<file path="config.mk">
export PLATFORM = sky130hd
export DESIGN_NAME = conv_mac_scheduler
export DESIGN_NICKNAME = d
export VERILOG_FILES = /design/src/rtl/conv_mac_scheduler.sv
export SDC_FILE = /design/constraint.sdc
export NUM_CORES = 1
export LEC_CHECK = 0
export CORE_AREA = 2 2 91 159
export DETAILED_ROUTE_END_ITERATION = 8
export DIE_AREA = 0 0 93 161
export GPL_ROUTABILITY_DRIVEN = 0
export PLACE_DENSITY = 0.73
export SYNTH_ARGS = -nofsm -noshare
export SYNTH_HDL_FRONTEND = slang
export SYNTH_SLANG_ARGS = --single-unit
</file>
<file path="constraint.sdc">
create_clock -name clk -period 5.4 [get_ports clk]
set_clock_uncertainty 0.2 [all_clocks]
set_input_delay 0.81 -clock clk [delete_from_list [all_inputs] [get_ports clk]]
set_output_delay 0.81 -clock clk [all_outputs]
set_load 0.1 [all_outputs]
</file>
<file path="src/rtl/conv_mac_scheduler.sv">
// rtl/conv_mac_scheduler.sv - address/control sequencer for one valid-mode 2D convolution pass
module conv_mac_scheduler #(
  parameter int X  = 5,
  parameter int H  = 3,
  parameter int AW = 14,
  parameter int HW = 8
) (
  input  logic          clk,
  input  logic          reset,
  input  logic          start,
  input  logic          stall,
  output logic          busy,
  output logic          done,
  output logic [AW-1:0] addr_x,
  output logic [HW-1:0] addr_h,
  output logic          acc_first,
  output logic          acc_en,
  output logic          wr_en_y,
  output logic [AW-1:0] addr_y
);

  localparam int O = X - H + 1;
  localparam logic [AW-1:0] XA  = AW'(X);
  localparam logic [AW-1:0] OA  = AW'(O);
  localparam logic [AW-1:0] HM  = AW'(H - 1);
  localparam logic [AW-1:0] OM  = AW'(O - 1);
  localparam logic [AW-1:0] ONE = AW'(1);
  localparam logic [HW-1:0] HH  = HW'(H);

  typedef enum logic [1:0] {S_IDLE, S_RUN, S_DRAIN, S_DONE} state_t;

  state_t r_state;
  state_t w_next;

  logic [AW-1:0] r_orow, r_ocol, r_ki, r_kj;
  logic          r_drain;
  logic          r_s1_valid, r_s1_first, r_s1_last;
  logic [AW-1:0] r_s1_win;
  logic          r_s2_valid;
  logic [AW-1:0] r_addr_y;

  logic w_issue, w_kj_end, w_ki_end, w_ocol_end, w_orow_end, w_last_tap;

  assign w_issue    = (r_state == S_RUN) && !stall;
  assign w_kj_end   = (r_kj == HM);
  assign w_ki_end   = (r_ki == HM);
  assign w_ocol_end = (r_ocol == OM);
  assign w_orow_end = (r_orow == OM);
  assign w_last_tap = w_kj_end && w_ki_end && w_ocol_end && w_orow_end;

  // Issue-stage addresses come straight from the counters, so they hold while stalled.
  assign addr_x = (r_orow + r_ki) * XA + r_ocol + r_kj;
  assign addr_h = HW'(r_ki) * HH + HW'(r_kj);
  assign addr_y = r_addr_y;

  // State register.
  always_ff @(posedge clk) begin
    if (reset) r_state <= S_IDLE;
    else       r_state <= w_next;
  end

  // Next-state and output decode; stall masks the strobes of frozen pipeline stages.
  always_comb begin
    w_next    = r_state;
    busy      = (r_state != S_IDLE);
    done      = (r_state == S_DONE);
    acc_en    = r_s1_valid && !stall;
    acc_first = r_s1_valid && r_s1_first && !stall;
    wr_en_y   = r_s2_valid && !stall;
    case (r_state)
      S_IDLE:  if (start) w_next = S_RUN;
      S_RUN:   if (w_issue && w_last_tap) w_next = S_DRAIN;
      S_DRAIN: if (!stall && r_drain) w_next = S_DONE;
      S_DONE:  w_next = S_IDLE;
      default: w_next = S_IDLE;
    endcase
  end

  // Two-cycle drain timer covering pipeline stages 1 and 2 after the last issue.
  always_ff @(posedge clk) begin
    if (reset) r_drain <= 1'b0;
    else if (r_state == S_DRAIN && !stall) r_drain <= ~r_drain;
  end

  // Window/tap walk: kj fastest, then ki, ocol, orow; wraps to zero after the last tap.
  always_ff @(posedge clk) begin
    if (reset) begin
      r_orow <= '0;
      r_ocol <= '0;
      r_ki   <= '0;
      r_kj   <= '0;
    end else if (w_issue) begin
      if (w_kj_end) begin
        r_kj <= '0;
        if (w_ki_end) begin
          r_ki <= '0;
          if (w_ocol_end) begin
            r_ocol <= '0;
            r_orow <= w_orow_end ? '0 : r_orow + ONE;
          end else begin
            r_ocol <= r_ocol + ONE;
          end
        end else begin
          r_ki <= r_ki + ONE;
        end
      end else begin
        r_kj <= r_kj + ONE;
      end
    end
  end

  // Stage 1 tracks the tap whose read data is arriving; stage 2 carries the window write.
  always_ff @(posedge clk) begin
    if (reset) begin
      r_s1_valid <= 1'b0;
      r_s1_first <= 1'b0;
      r_s1_last  <= 1'b0;
      r_s1_win   <= '0;
      r_s2_valid <= 1'b0;
      r_addr_y   <= '0;
    end else if (!stall) begin
      r_s1_valid <= (r_state == S_RUN);
      r_s1_first <= (r_ki == '0) && (r_kj == '0);
      r_s1_last  <= w_kj_end && w_ki_end;
      r_s1_win   <= r_orow * OA + r_ocol;
      r_s2_valid <= r_s1_valid && r_s1_last;
      if (r_s1_valid && r_s1_last) r_addr_y <= r_s1_win;
    end
  end

endmodule
</file>
Word level (Yosys, flattened, before mapping)
Index checks and enable logic that the tools add are counted.
{"block": "op_classes", "reduce_logical": 23, "mux": 8, "add_sub_neg": 9, "eq_ne": 10, "mul": 3, "n_bitwise": 2}
{"operator": "$add 14x1->14 const B", "count": 4}
{"operator": "$add 14x14->14", "count": 4}
{"operator": "$eq 14x2->1 const B", "count": 4}
{"operator": "$mux 14", "count": 4}
{"operator": "$logic_not 14->1", "count": 2}
{"operator": "$mul 14x2->14 const B", "count": 1}
{"operator": "$mul 14x3->14 const B", "count": 1}
{"operator": "$logic_and 1x1->1", "count": 13}
{"operator": "$add 8x8->8", "count": 1}
{"operator": "$mul 8x2->8 const B", "count": 1}
{"operator": "$pmux 2 s4", "count": 1}
{"operator": "$mux 2", "count": 3}
{"operator": "$reduce_and 3->1", "count": 2}
{"operator": "$eq 2x2->1 const B", "count": 2}
{"operator": "$ne 2x2->1 const B", "count": 2}
{"operator": "$reduce_and 2->1", "count": 2}
{"operator": "$reduce_and 4->1", "count": 1}
{"operator": "$eq 2x1->1 const B", "count": 1}
{"operator": "$logic_not 2->1", "count": 1}
{"operator": "$ne 2x1->1 const B", "count": 1}
{"operator": "$not 1->1", "count": 2}
{"operator": "$reduce_bool 2->1", "count": 1}
{"operator": "$logic_not 1->1", "count": 1}
{"block": "totals", "word_cells": 67, "register_bits": 91}

Depth between registers and ports, before layout
{"block": "depth", "depth_word": 7, "mapped_depth": 21, "mapped_depth_nobuf": 21}

Worst setup path after synthesis
Ideal clock, no wire load.
{"block": "synth_path", "path_kind": "reg-to-output", "start": "reg r_orow[0]", "end": "out addr_x[11]", "path_stages_with_launch": 20, "arrival_ns": 6.188, "required_ns": 4.390, "path_buffers": 0, "slack_ns": -1.798, "path_cell_list": "dfxtp_1 > ha_1 > inv_1 > fa_1 > nor2b_1 > o21a_1 > o21ai_0 > a21oi_1 > a41oi_1 > nor2b_1 > xnor2_1 > ha_1 > fa_1 > inv_1 > fa_1 > inv_1 > ha_1 > nor2b_1 > o21a_1 > nor3_1"}
{"block": "synth_via", "elab_chain_len": 4}
{"item": "from (decl)", "line_no": "35", "text": "logic [AW-1:0] r_orow, r_ocol, r_ki, r_kj;"}
{"item": "from (signal assigned)", "line_no": "99", "text": "r_orow <= w_orow_end ? '0 : r_orow + ONE;"}
{"item": "$add 14x14->14", "line_no": "52", "text": "assign addr_x = (r_orow + r_ki) * XA + r_ocol + r_kj;"}
{"item": "$mul 14x3->14", "line_no": "52"}
{"item": "$add 14x14->14 (2 in a row)", "line_no": "52"}
{"item": "to (decl)", "line_no": "14", "text": "output logic [AW-1:0] addr_x,"}
Every way passes these cells.

Worst setup path in the final report
{"block": "layout_path", "start": "reg r_orow[0]", "end": "out addr_x[13]"}
Same word-level chain as after synthesis.

==> metrics.txt <==
outcome=complete, but fails checks; failing checks=setup timing; WHS Endpoint=addr_y[7]; R2R cell count=11; worst skew pair latency=roughly 0.34 ns; Core Area=13,700 um^2; #FFs+latches synth=a little over 90; largest family of logic cells by synthesized area=adder cells; crit path DAT=5.01 ns; largest cells by area after synthesis=dfxtp_1 24%, ha_1 17%, fa_1 12%, xnor2_1 8.2%, inv_1 4.9%; drt first pass iters=4; PD cells=168 nW/um^2; top_reg_cell synth=dfxtp_1; WP data required=roughly 4.4 ns; hold_ws=0.249 ns; row count=57; overall power=~1.6 mW; layout net count=1,122; share of the synthesized area in the top cell type=0.245; mux cell area share after synthesis=0.00673; warnings from Yosys=0; routed wire length=between 15 and 20 mm; worst r2r dst=r_s1_win[13]; Register-to-Register Setup Slack=roughly 2 ns; CTS buffer count=9; Clock Path Buffers=2; Cell Count Post-Placement=1,134; Mapped Cells=857; complex-gate fraction of the synthesized area=0.110; fmax=0.166 GHz; H-tree Lvls=3; most used routing layer=met2; post-synthesis instance area=7440 um^2; gr usage total=0.246; Max Slew Vio Count=0; CTS tree=built; Congestion Overflow GR=0; HP Class=flip-flop to flip-flop; syn nets=1,006; part of the cycle the worst path needs=1.11; wire length per cell=15.0 um; Synth Area in XOR/XNOR=0.102; Area Overhead vs Synth=27.8%; Slew Limit Headroom=0.351; Peak VDD IR=0.125 mV; final core occ=0.694; fraction of layout cells with a size suffix above 1=0.198; width of the die=93 um; Area after DPL=about 8800 um^2; clock transition at the registers of the reported paths=roughly 0.060 ns; crit path time final=~6 ns; Antenna Violating Nets Remaining=0; count leader, synth=ha_1; Vias=6,093; Hold Startpoint=r_s1_win[7]; Crit. End Element=output port; hold path depth=2; simple-gate area share of the yosys netlist=0.188; synth cell count leaders=101 x ha_1, 98 x inv_1, 91 x dfxtp_1; grt met3 use=0.0243; final setup fails=8; Netlist cell types=between 60 and 70; endpoints failing hold=0; first-pass GRT wire length=~29 mm; M2 GR Usage=0.476; largest net degree at the start of global routing=46; reg2reg start=r_orow[0]; fin cells=1,155; initial antenna violation count=0; number of global-route vias before repair=roughly 6,300; hold buffer count at cts=0; Adder-Cell Fraction of Synth Area=0.288; Seq/Total Area, Yosys=0.245; Critical Path Start Type=flip-flop; Iteration-0 DRC Markers=between 200 and 300; Final Cell Area=9510 um^2; Ant. Diodes=0; Post-Syn Area per Cell=8.68 um^2; P_leak=approximately 4.4 nW; Least-Margin Pin Slew=0.970 ns; die area=around 15,000 um^2; PortBufs=44; Detail Placement HPWL=13.8 mm; RSZ-0062 raised after global routing=true; number of vias per cell=5.28; clock sink count=91; Starting Density=0.543; Die Y=around 160 um; CP Class=flip-flop to output port; largest area contributor in the netlist=dfxtp_1; fin worst setup slack=-0.616 ns; ys async rst share=0; maximum net fanout on the critical path=3; Ports=between 40 and 50; DRC Markers=0; EDFF count, synth=0; clock tree root driver cell=clkbuf_16; MaxCap Viol Count=0; met1 usage=0.269
==> per-layer routing <==
layer,vias to the layer above,wire (um)
li1,3066,-
met1,2914,6570
met2,79,9930
met3,34,318
met4,0,499
met5,-,0
==> critical path, cell delays in order (launching register included) <==
cell and delay [ns]:
dfxtp_4 0.36, ha_4 0.13, inv_2 0.04, fa_2 0.33
buf_4 0.14, buf_4 0.12, xnor2_1 0.17, buf_4 0.17
ha_4 0.12, inv_1 0.04, fa_1 0.49, fa_1 0.52
inv_1 0.05, ha_1 0.29, nor2b_1 0.15, o31a_1 0.27
o211ai_1 0.20, buf_4 0.17, a21oi_4 0.06, buf_4 0.14
nor3_2 0.24, nor3_4 0.08, xor2_4 0.17, buf_12 0.19
==> how the worst max path moves through the flow <==
stage                     startpoint         end  cells past startpoint
after floorplan            r_orow[0]  addr_x[13]                     21
after global routing       r_orow[0]  addr_x[13]                     22
after detailed placement     r_ki[0]  addr_x[13]                     22
after CTS                  r_orow[0]  addr_x[13]                     22
final                      r_orow[0]  addr_x[13]                     23
after global placement       r_ki[0]  addr_x[13]                     22
==> sequential cells by signal (all words and copies together), names as in the netlist <==
name,count
addr_y,14
r_ki,14
r_kj,14
r_ocol,14
r_orow,14
r_s1_win,14
r_state,2
r_drain,1
r_s1_first,1
r_s1_last,1
r_s1_valid,1
r_s2_valid,1
==> timing repair <==
item / in CTS / in global routing
endpoints found under the setup margin: 8 / 8
pin swaps: 39 / 10
buffers inserted: 5 / 1
resized for setup: 52 / 7
==> layout make-up <==
cell class,count,area [um^2]
Multi-Input combinational cell,651,5630
Clock inverter,6,88.8
Clock buffer,10,239
Fill cell,1083,4190
Tap cell,177,221
Timing Repair Buffer,122,1130
Sequential cell,91,1830
Inverter,98,368
==> kinds of logic (layout without fill, tap and decap cells) <==
group,Yosys count,after routing
simple gates,277,277
flops,91,91
compound gates,137,137
mux,5,5
fa+ha+maj,145,145
xor+xnor,87,87
buf+inv,115,236
==> through the flow <==
stage	setup slack (ns)	setup TNS [ns]
after floorplan	-0.471	-1.76
after global placement	-0.393	-1.07
after detailed placement	-0.503	-1.28
after CTS	-0.595	-1.88
after global routing	-0.808	-3.92
final	-0.616	-2.55
==> cell usage in the layout (no fill, tap or decap), drive strengths merged, types with 14 or more instances in the layout <==
cell and n:
a21oi 65, buf 97, clkdlybuf4s50 25, dfxtp 91, fa 44, ha 101, inv 98, nand2 82
nand3 19, nand4 15, nor2 85, nor3 15, o21ai 26, or3 14, xnor2 70, xor2 17
==> where the power goes <==
part           internal, mW  switching, mW
sequential            0.683         0.0138
combinational        0.0633          0.155
clock                 0.418          0.269
(Power assumes the default switching activity.)
